[src/rtl/ins_mem_loader_pkg.sv]
// Shared definitions for the instruction-memory loader: loader FSM encoding and the
// word/address widths it shares with the instruction memory.
package ins_mem_loader_pkg;

   localparam int unsigned DataWidthDef = 8;
   localparam int unsigned AddrWidthDef = 8;

   typedef enum logic [2:0] {
      StIdle,
      StLen,
      StData,
      StCsum,
      StVerify,
      StDone,
      StError
   } state_e;

   function automatic logic state_is_busy(state_e st);
      return (st == StLen) || (st == StData) || (st == StCsum) || (st == StVerify);
   endfunction

endpackage

[src/rtl/ins_mem_loader_if.sv]
// Byte-stream input and instruction-memory port bundle between the loader and its neighbours.
// The master modport is the loader side.
interface ins_mem_loader_if #(
   parameter int unsigned DATA_WIDTH = ins_mem_loader_pkg::DataWidthDef,
   parameter int unsigned ADDR_WIDTH = ins_mem_loader_pkg::AddrWidthDef
);

   logic                  in_valid;
   logic [DATA_WIDTH-1:0] in_data;
   logic                  in_ready;
   logic                  mem_wren;
   logic [ADDR_WIDTH-1:0] mem_address;
   logic [DATA_WIDTH-1:0] mem_data;
   logic [DATA_WIDTH-1:0] mem_q;

   modport master (
      input  in_valid, in_data, mem_q,
      output in_ready, mem_wren, mem_address, mem_data
   );

   modport slave (
      output in_valid, in_data, mem_q,
      input  in_ready, mem_wren, mem_address, mem_data
   );

endinterface

[src/rtl/ins_mem_loader.sv]
// Loads a length-prefixed, checksummed byte stream into instruction memory, then reads the
// range back and raises done or error.
module ins_mem_loader
   import ins_mem_loader_pkg::*;
#(
   parameter int unsigned DATA_WIDTH = DataWidthDef,
   parameter int unsigned ADDR_WIDTH = AddrWidthDef,
   parameter int unsigned BASE_ADDR  = 0
) (
   input  logic                  clock,
   input  logic                  rstN,
   input  logic                  start,
   ins_mem_loader_if.master      bus,
   output logic                  busy,
   output logic                  done,
   output logic                  error
);

   localparam logic [ADDR_WIDTH-1:0] BaseAddr = ADDR_WIDTH'(BASE_ADDR);
   localparam logic [DATA_WIDTH-1:0] One      = DATA_WIDTH'(1);

   state_e                state_q, state_d;
   logic [DATA_WIDTH-1:0] idx_q, idx_d;
   logic [DATA_WIDTH-1:0] len_q, len_d;
   logic [DATA_WIDTH-1:0] wsum_q, wsum_d;
   logic [DATA_WIDTH-1:0] vsum_q, vsum_d;
   logic [DATA_WIDTH-1:0] rx_csum_q, rx_csum_d;
   logic                  wren_q, wren_d;
   logic [ADDR_WIDTH-1:0] addr_q, addr_d;
   logic [DATA_WIDTH-1:0] data_q, data_d;
   logic                  in_ready;
   logic                  accept;

   assign in_ready = (state_q == StLen) || (state_q == StData) || (state_q == StCsum);
   assign accept   = in_ready && bus.in_valid;

   assign bus.in_ready    = in_ready;
   assign bus.mem_wren    = wren_q;
   assign bus.mem_address = addr_q;
   assign bus.mem_data    = data_q;
   assign busy            = state_is_busy(state_q);
   assign done            = (state_q == StDone);
   assign error           = (state_q == StError);

   always_comb begin
      state_d   = state_q;
      idx_d     = idx_q;
      len_d     = len_q;
      wsum_d    = wsum_q;
      vsum_d    = vsum_q;
      rx_csum_d = rx_csum_q;
      wren_d    = 1'b0;
      addr_d    = addr_q;
      data_d    = data_q;

      case (state_q)
         StIdle, StDone, StError: begin
            if (start) begin
               state_d = StLen;
               idx_d   = '0;
               wsum_d  = '0;
               vsum_d  = '0;
            end
         end
         StLen: begin
            if (accept) begin
               if (bus.in_data == '0) begin
                  state_d = StError;
               end else begin
                  len_d   = bus.in_data;
                  state_d = StData;
               end
            end
         end
         StData: begin
            if (accept) begin
               wren_d = 1'b1;
               addr_d = BaseAddr + ADDR_WIDTH'(idx_q);
               data_d = bus.in_data;
               wsum_d = wsum_q + bus.in_data;
               idx_d  = idx_q + One;
               if (idx_q == len_q - One) begin
                  state_d = StCsum;
               end
            end
         end
         StCsum: begin
            if (accept) begin
               rx_csum_d = bus.in_data;
               idx_d     = '0;
               addr_d    = BaseAddr;
               state_d   = StVerify;
            end
         end
         StVerify: begin
            // idx_q counts VERIFY cycles; mem_q carries word idx_q-1 from cycle 1 onward.
            vsum_d = vsum_q + ((idx_q != '0) ? bus.mem_q : '0);
            if (idx_q == len_q) begin
               state_d = ((vsum_d == wsum_q) && (wsum_q == rx_csum_q)) ? StDone : StError;
            end else begin
               idx_d  = idx_q + One;
               addr_d = BaseAddr + ADDR_WIDTH'(idx_q + One);
            end
         end
         default: state_d = StIdle;
      endcase
   end

   always_ff @(posedge clock or negedge rstN) begin
      if (!rstN) begin
         state_q   <= StIdle;
         idx_q     <= '0;
         len_q     <= '0;
         wsum_q    <= '0;
         vsum_q    <= '0;
         rx_csum_q <= '0;
         wren_q    <= 1'b0;
         addr_q    <= '0;
         data_q    <= '0;
      end else begin
         state_q   <= state_d;
         idx_q     <= idx_d;
         len_q     <= len_d;
         wsum_q    <= wsum_d;
         vsum_q    <= vsum_d;
         rx_csum_q <= rx_csum_d;
         wren_q    <= wren_d;
         addr_q    <= addr_d;
         data_q    <= data_d;
      end
   end

endmodule
[src/flat_wrapper.sv]
// flat-port wrapper written by rule: the top's interface ports become plain ports
module ins_mem_loader_flat import ins_mem_loader_pkg::*;
#(
   parameter int unsigned DATA_WIDTH = DataWidthDef,
   parameter int unsigned ADDR_WIDTH = AddrWidthDef,
   parameter int unsigned BASE_ADDR  = 0
)
  (clock, rstN, start, busy, done, error, bus_in_valid, bus_in_data, bus_mem_q, bus_in_ready, bus_mem_wren, bus_mem_address, bus_mem_data);
  ins_mem_loader_if #(.DATA_WIDTH(DATA_WIDTH), .ADDR_WIDTH(ADDR_WIDTH)) bus_i ();
  input  logic clock;
  input  logic rstN;
  input  logic start;
  output logic busy;
  output logic done;
  output logic error;
  input wire logic [$bits(bus_i.in_valid)-1:0] bus_in_valid;
  input wire logic [$bits(bus_i.in_data)-1:0] bus_in_data;
  input wire logic [$bits(bus_i.mem_q)-1:0] bus_mem_q;
  output wire logic [$bits(bus_i.in_ready)-1:0] bus_in_ready;
  output wire logic [$bits(bus_i.mem_wren)-1:0] bus_mem_wren;
  output wire logic [$bits(bus_i.mem_address)-1:0] bus_mem_address;
  output wire logic [$bits(bus_i.mem_data)-1:0] bus_mem_data;
  assign bus_i.in_valid = bus_in_valid;
  assign bus_i.in_data = bus_in_data;
  assign bus_i.mem_q = bus_mem_q;
  assign bus_in_ready = bus_i.in_ready;
  assign bus_mem_wren = bus_i.mem_wren;
  assign bus_mem_address = bus_i.mem_address;
  assign bus_mem_data = bus_i.mem_data;
  ins_mem_loader #(.DATA_WIDTH(DATA_WIDTH), .ADDR_WIDTH(ADDR_WIDTH), .BASE_ADDR(BASE_ADDR)) u_core (.clock(clock), .rstN(rstN), .start(start), .bus(bus_i), .busy(busy), .done(done), .error(error));
endmodule
[config.mk]
export PLATFORM = sky130hd
export DESIGN_NAME = ins_mem_loader_flat
export DESIGN_NICKNAME = d
export VERILOG_FILES = /design/src/rtl/ins_mem_loader_pkg.sv /design/src/rtl/ins_mem_loader_if.sv /design/src/rtl/ins_mem_loader.sv /design/src/flat_wrapper.sv
export SDC_FILE = /design/constraint.sdc
export NUM_CORES = 1
export LEC_CHECK = 0
export CORE_UTILIZATION = 55
export CTS_CLUSTER_DIAMETER = 50
export CTS_CLUSTER_SIZE = 28
export DETAILED_ROUTE_END_ITERATION = 6
export HOLD_SLACK_MARGIN = 0.1
export PLACE_DENSITY = 0.78
export RECOVER_POWER = 50
export SLEW_MARGIN = 0
export SYNTH_ARGS = -nofsm -noshare
export SYNTH_HDL_FRONTEND = slang
export SYNTH_SLANG_ARGS = --single-unit
[constraint.sdc]
create_clock -name clock -period 3.95 [get_ports clock]
set_clock_uncertainty 0.1 [all_clocks]
set_input_delay 0.79 -clock clock [delete_from_list [all_inputs] [get_ports clock]]
set_output_delay 0.79 -clock clock [all_outputs]
set_load 0.02 [all_outputs]
======== Yosys cells after proc, flatten, opt, wreduce, memory -nomap -nowiden ========
Cells that the tools add are included.
cells by class
  $add $sub $neg .......................... 4
  multiply operators ...................... 0
  div/mod/pow operators ................... 0
  $lt $le $gt $ge ......................... 0
  equal/unequal tests ..................... 17
  shifts and indexed selects .............. 0
  mux-type cells .......................... 22
  bitwise gates (word level) .............. 1
  reduce and logical (&&, ||, !) cells .... 21
operators with widths
  cell                                                   count
  two-way mux 8 bit                                      7
  equality test 8 bit                                    4
  case mux 8 bit (2 select lines)                        2
  case mux 8 bit (4 select lines)                        1
  case mux 8 bit (3 select lines)                        1
  two-way mux 3 bit                                      7
  adder 8 bit                                            2
  case mux 3 bit (5 select lines)                        1
  equality test 3 bit, second input constant             3
  adder 8 x 1 -> 8 bit, second input constant            1
  zero test 8 bit                                        1
  inequality test 2 bit, second input constant           4
  nonzero test 8 bit                                     1
  subtractor 8 x 1 -> 8 bit, second input constant       1
  equality test 3 x 2 -> 1 bit, second input constant    2
  inequality test 2 x 1 -> 1 bit, second input constant  3
  AND reduction 2 bit                                    3
  AND reduction 3 bit                                    2
  AND reduction 6 bit                                    1
  AND reduction 5 bit                                    1
  AND reduction 4 bit                                    1
  nonzero test 2 bit                                     2
  nonzero test 4 bit                                     1
  equality test 3 x 1 -> 1 bit, second input constant    1
  other kinds (8)                                        12
storage, ports and cells
  register bits after elaboration ......... 60
  latch bits .............................. 0
  bits in writable memories ............... 0
  memory bits (read-only) ................. 0
  bits of input ports ..................... 20
  output and inout port bits .............. 21
  word-level logic and storage cells ...... 74
  memories ................................ 0

======== Depth between registers and ports, before layout ========
  depth after elaboration ................. 8
  mapped depth ............................ 15
  mapped depth without buffers ............ 15

======== Least setup slack after synthesis ========
No wires, ideal clock.
  path kind ............................... reg2reg
  from .................................... register u_core.idx_q[0]
  to ...................................... register u_core.state_q[0]
  library setup time ...................... 67 ps
  data arrival time ....................... 3423 ps
  path slack .............................. 360 ps
  cell stages (with the launch flop) ...... 16
  period minus slack after synthesis ...... 3590 ps
  cell sequence ........................... dfrtp_1 > inv_1 > ha_1 > nor4b_1 > nand2_1 > and2_1 > ha_1 > inv_1 > fa_1 > and3b_1 > o22ai_1 > or4_1 > a311o_1 > nor4_1 > a21o_1 > and3_1
on the way
  word-level cells in the longest chain between the ends .. 8
  elaborated cells on any way between the ends .. 13
RTL lines
  what                             RTL line               text
  start, declared                  ins_mem_loader.sv:23   logic [DATA_WIDTH-1:0] idx_q, idx_d;
  start signal, assigned           ins_mem_loader.sv:122  idx_q <= idx_d;
  nonzero test 8 bit               ins_mem_loader.sv:97   vsum_d = vsum_q + ((idx_q != '0) ? bus.mem_q : '0);
  two-way mux 8 bit                ins_mem_loader.sv:97
  adder 8 bit                      ins_mem_loader.sv:97
  equality test 8 bit              ins_mem_loader.sv:99   state_d = ((vsum_d == wsum_q) && (wsum_q == rx_csum_q)) ? StDone : StError;
  logical AND 1 bit                ins_mem_loader.sv:99
  two-way mux 2 bit                ins_mem_loader.sv:99
  two-way mux 3 bit                ins_mem_loader.sv:98   if (idx_q == len_q) begin
  case mux 3 bit (5 select lines)  ins_mem_loader.sv:56   case (state_q)
  end signal, assigned             ins_mem_loader.sv:111  state_q <= StIdle;
  end signal, assigned             ins_mem_loader.sv:121  state_q <= state_d;
  end, declared                    ins_mem_loader.sv:22   state_e state_q, state_d;
Parallel ways exist; a longest one is shown, timed or not. The select of a mux whose other input is x is not followed.
A chain may end at the register's enable or synchronous reset.

======== Final worst setup path ========
  from .................................... register u_core.idx_q[0]
  to ...................................... register u_core.state_q[1]
Same word-level chain as after synthesis.

==> impl_metrics.toml <==
[run_status]
status = "complete, but fails checks"
violations = "max-capacitance violations, max-slew violations"

[power_and_ir_drop]
p_sw_frac = 0.422
p_leak_nw = 2.00
p_switching_w = 0.00147
internal_power_w = 0.00201
pwr-share-clk = 0.138
ir_drop_mv = 0.519
p_total_w = 0.00348
pwr_density_cell_nw_per_um2 = 775
p_seq_frac = 0.324
pwr-share-comb = 0.538

[route]
drt_iter0_markers = 277
postRouteAntennaNets = 0
wl_per_cell_um = 15.8
wl_um = 8520
remaining_drc_errors = 0
dr.pass1.iters = 5
vias = 3152
viasPerCell = 5.86

[layout]
fin_area_um2 = 4490
multiInputGateArea_um2 = 2210
fill_cells = 591
regArea_um2 = 1500
layout-drive-gt1-share = 0.114
insertedDiodeCount = 0
nets = 492
area_growth_pct = 17.6

[global_route]
grt_max_degree = 47
grt_pass1_vias = 3001
gr-usage-all-layers = 0.254
gr-total-overflow = 0
grt_pass1_wl_um = 14300
antenna_found_initial = 0

[critical_path]
crit_type = "flop to flop"
arrival_ns = 3.88
path_buf_inv = 2
cp.required_ns = 4.06
startpoint_type = "flop"
crit_fanout = 5
max_stage_delay_ns = 0.52
critPathSlowestCell = "or4_1"
crit_path_end_kind = "flop"
cp_cell_sequence = "inv_2, ha_1, nor4b_1, nand2_1, and2_1, ha_1, inv_1, fa_1, and3b_1, o22ai_1, or4_1, a311o_1, nor4_2, a21o_1, o21ai_0"
crit_family = "simple AND/OR/NAND/NOR gates"
cpMostUsedCell = "ha_1"

[logic_synthesis]
synth_nets = 448
synthCells = 409
ys_ff_latch = 60
avgSynthCellArea_um2 = 9.35
ys_top_cells_by_count = "dfrtp_1, a21oi_1, o21ai_0, nand2_1, nor2_1"
yosys.area.top_type = "dfrtp_1"
synth-main-ff-cell = "dfrtp_1"
synth_area_um2 = 3820
yosysMostFrequentCell = "dfrtp_1"
synth.area.top_cells = "dfrtp_1, mux2_2, ha_1, xnor2_1, a21oi_1"
synth_enable_flop_cells = 0
yosys.area.top_type_share = 0.393
ys_async_sr_fraction = 1.00
synth_cell_types = 49
ys_warn_count = 0
ys_seq_area_frac = 0.393

[sta]
slew_viol_final = 47
finalCritPeriodShare = 0.956
worst_pin_slew_ns = 2.59
min_period_ns = 3.78
hold_viol = 0
rsz0062_at_grt = "no"
holdWs_ns = 0.401
clock.fmax_mhz = 265
fin_ws_ns = 0.174
setup_viol = 0
relSlewSlack = -0.727

[clock_tree]
cts_setup_buffers = 0
clock_latency_ns = 0.34
cts_root_buffer = "clkbuf_8"
cts_made_buffers = 9
clkTransAtPathRegs_ns = 0.07
htreeDepth = 3
cts_tree = "done"
clock-sinks = 60
holdBufCountCts = 0
clockBufferDepth = 2

[placed_design]
gp_congestion = 0.841
dp.final_hpwl_um = 6250
portBuffers = 40
dpl_cell_area_um2 = 4330
dp_worst_setup_slack_ns = -0.0190

[run]
cap_violations = 1

[floorplan]
initial_core_util = 0.566
die_h_um = 85.4
die_w_um = 85.4
fp-row-count = 30
dieArea_um2 = 7290
fp.coreArea_um2 = 6760
ios = 41

[worst_hold_path]
hold_path.class = "flop to flop"
==> worst register-to-register path: cells and delay by family, from the launching register on <==
family                     cells  cell delay [ns]
adders and majority gates      3             0.80
and+or+nand+nor                6             1.53
buffers and inverters          2             0.18
DFF                            1             0.44
AOI/OAI and AO/OA              4             0.58
==> flip-flops by register name, summed over array words and instances, names as in the netlist <==
register / count
u_core.bus.mem_address: 8
u_core.bus.mem_data: 8
u_core.bus.mem_wren: 1
u_core.idx_q: 8
u_core.len_q: 8
u_core.rx_csum_q: 8
u_core.state_q: 3
u_core.vsum_q: 8
u_core.wsum_q: 8
==> placed cells by master (no fill, tap or decap), types with 4 or more instances in the layout <==
cell type / n
a21o_1: 15
a21oi_1: 33
a22o_1: 7
and2_1: 7
and3_1: 8
buf_4: 9
clkbuf_1: 5
clkbuf_8: 10
clkdlybuf4s50_1: 36
dfrtp_1: 59
ha_1: 17
inv_1: 11
mux2_2: 23
nand2_1: 30
nand3_1: 8
nor2_1: 28
nor2b_1: 4
nor3_1: 19
nor3b_1: 4
nor4_1: 4
o211ai_1: 5
o21ai_0: 31
o22ai_1: 4
xnor2_1: 19
xor2_1: 17
==> power by group through the flow <==
stage	Clock (W)	Sequential (W)	Combinational (W)
floorplan	0	0.00113	0.00129
global placement	0	0.00112	0.00180
detailed placement	0	0.00114	0.00186
CTS	0.000495	0.00112	0.00187
global route	0.000525	0.00117	0.00207
finish	0.000482	0.00113	0.00188
==> through the flow <==
stage                     TNS [ns]  utilization  instances
after floorplan                  0            -        409
after global placement           0        0.640        522
after detailed placement   -0.0197        0.640        522
after CTS                        0        0.665        538
after global routing             0        0.665        538
final                            0        0.665        538
==> worst paths after layout <==
kind | startpoint | end | slack [ns] | depth (start not counted)
max in group asynchronous | rstN | u_core.idx_q[0]$_DFFE_PN0P_ | 0.93 | 1
min | u_core.vsum_q[2]$_DFFE_PN0P_ | u_core.vsum_q[2]$_DFFE_PN0P_ | 0.40 | 2
min reg2reg | u_core.vsum_q[2]$_DFFE_PN0P_ | u_core.vsum_q[2]$_DFFE_PN0P_ | 0.40 | 2
min in group asynchronous | rstN | u_core.vsum_q[4]$_DFFE_PN0P_ | 1.16 | 1
max | u_core.idx_q[0]$_DFFE_PN0P_ | u_core.state_q[1]$_DFFE_PN0P_ | 0.17 | 15
max reg2reg | u_core.idx_q[0]$_DFFE_PN0P_ | u_core.state_q[1]$_DFFE_PN0P_ | 0.17 | 15
==> layer usage <==
layer  share of wire  vias up  GRT usage
li1                -     1553          -
met5               0        -          0
met1            0.46     1490      0.355
met3           0.063        9     0.0467
met4           0.010        0     0.0848
met2            0.46      100      0.400
==> cells by family (layout without fill, tap and decap cells) <==
group / Yosys count / after routing / synth area share
xor+xnor: 38 / 38 / 0.0926
flops: 60 / 60 / 0.393
compound gates: 111 / 111 / 0.179
simple gates: 125 / 125 / 0.163
fa+ha+maj: 19 / 19 / 0.0661
mux: 26 / 26 / 0.0756
buf+inv: 30 / 79 / 0.0314
==> timing repair <==
action                     CTS  global route
resized for setup            0             3
hold endpoints to repair     0             0
setup endpoints to repair    0             2
==> final cells by class <==
type	count	share of cell area
tap	80	0.0223
clock buffer	12	0.0323
clock inverter	4	0.00557
sequential	60	0.334
timing repair buffer	51	0.104
multi-input combinational	319	0.491
inverter	12	0.0100
Note: power is estimated with default switching activity, not from simulation.
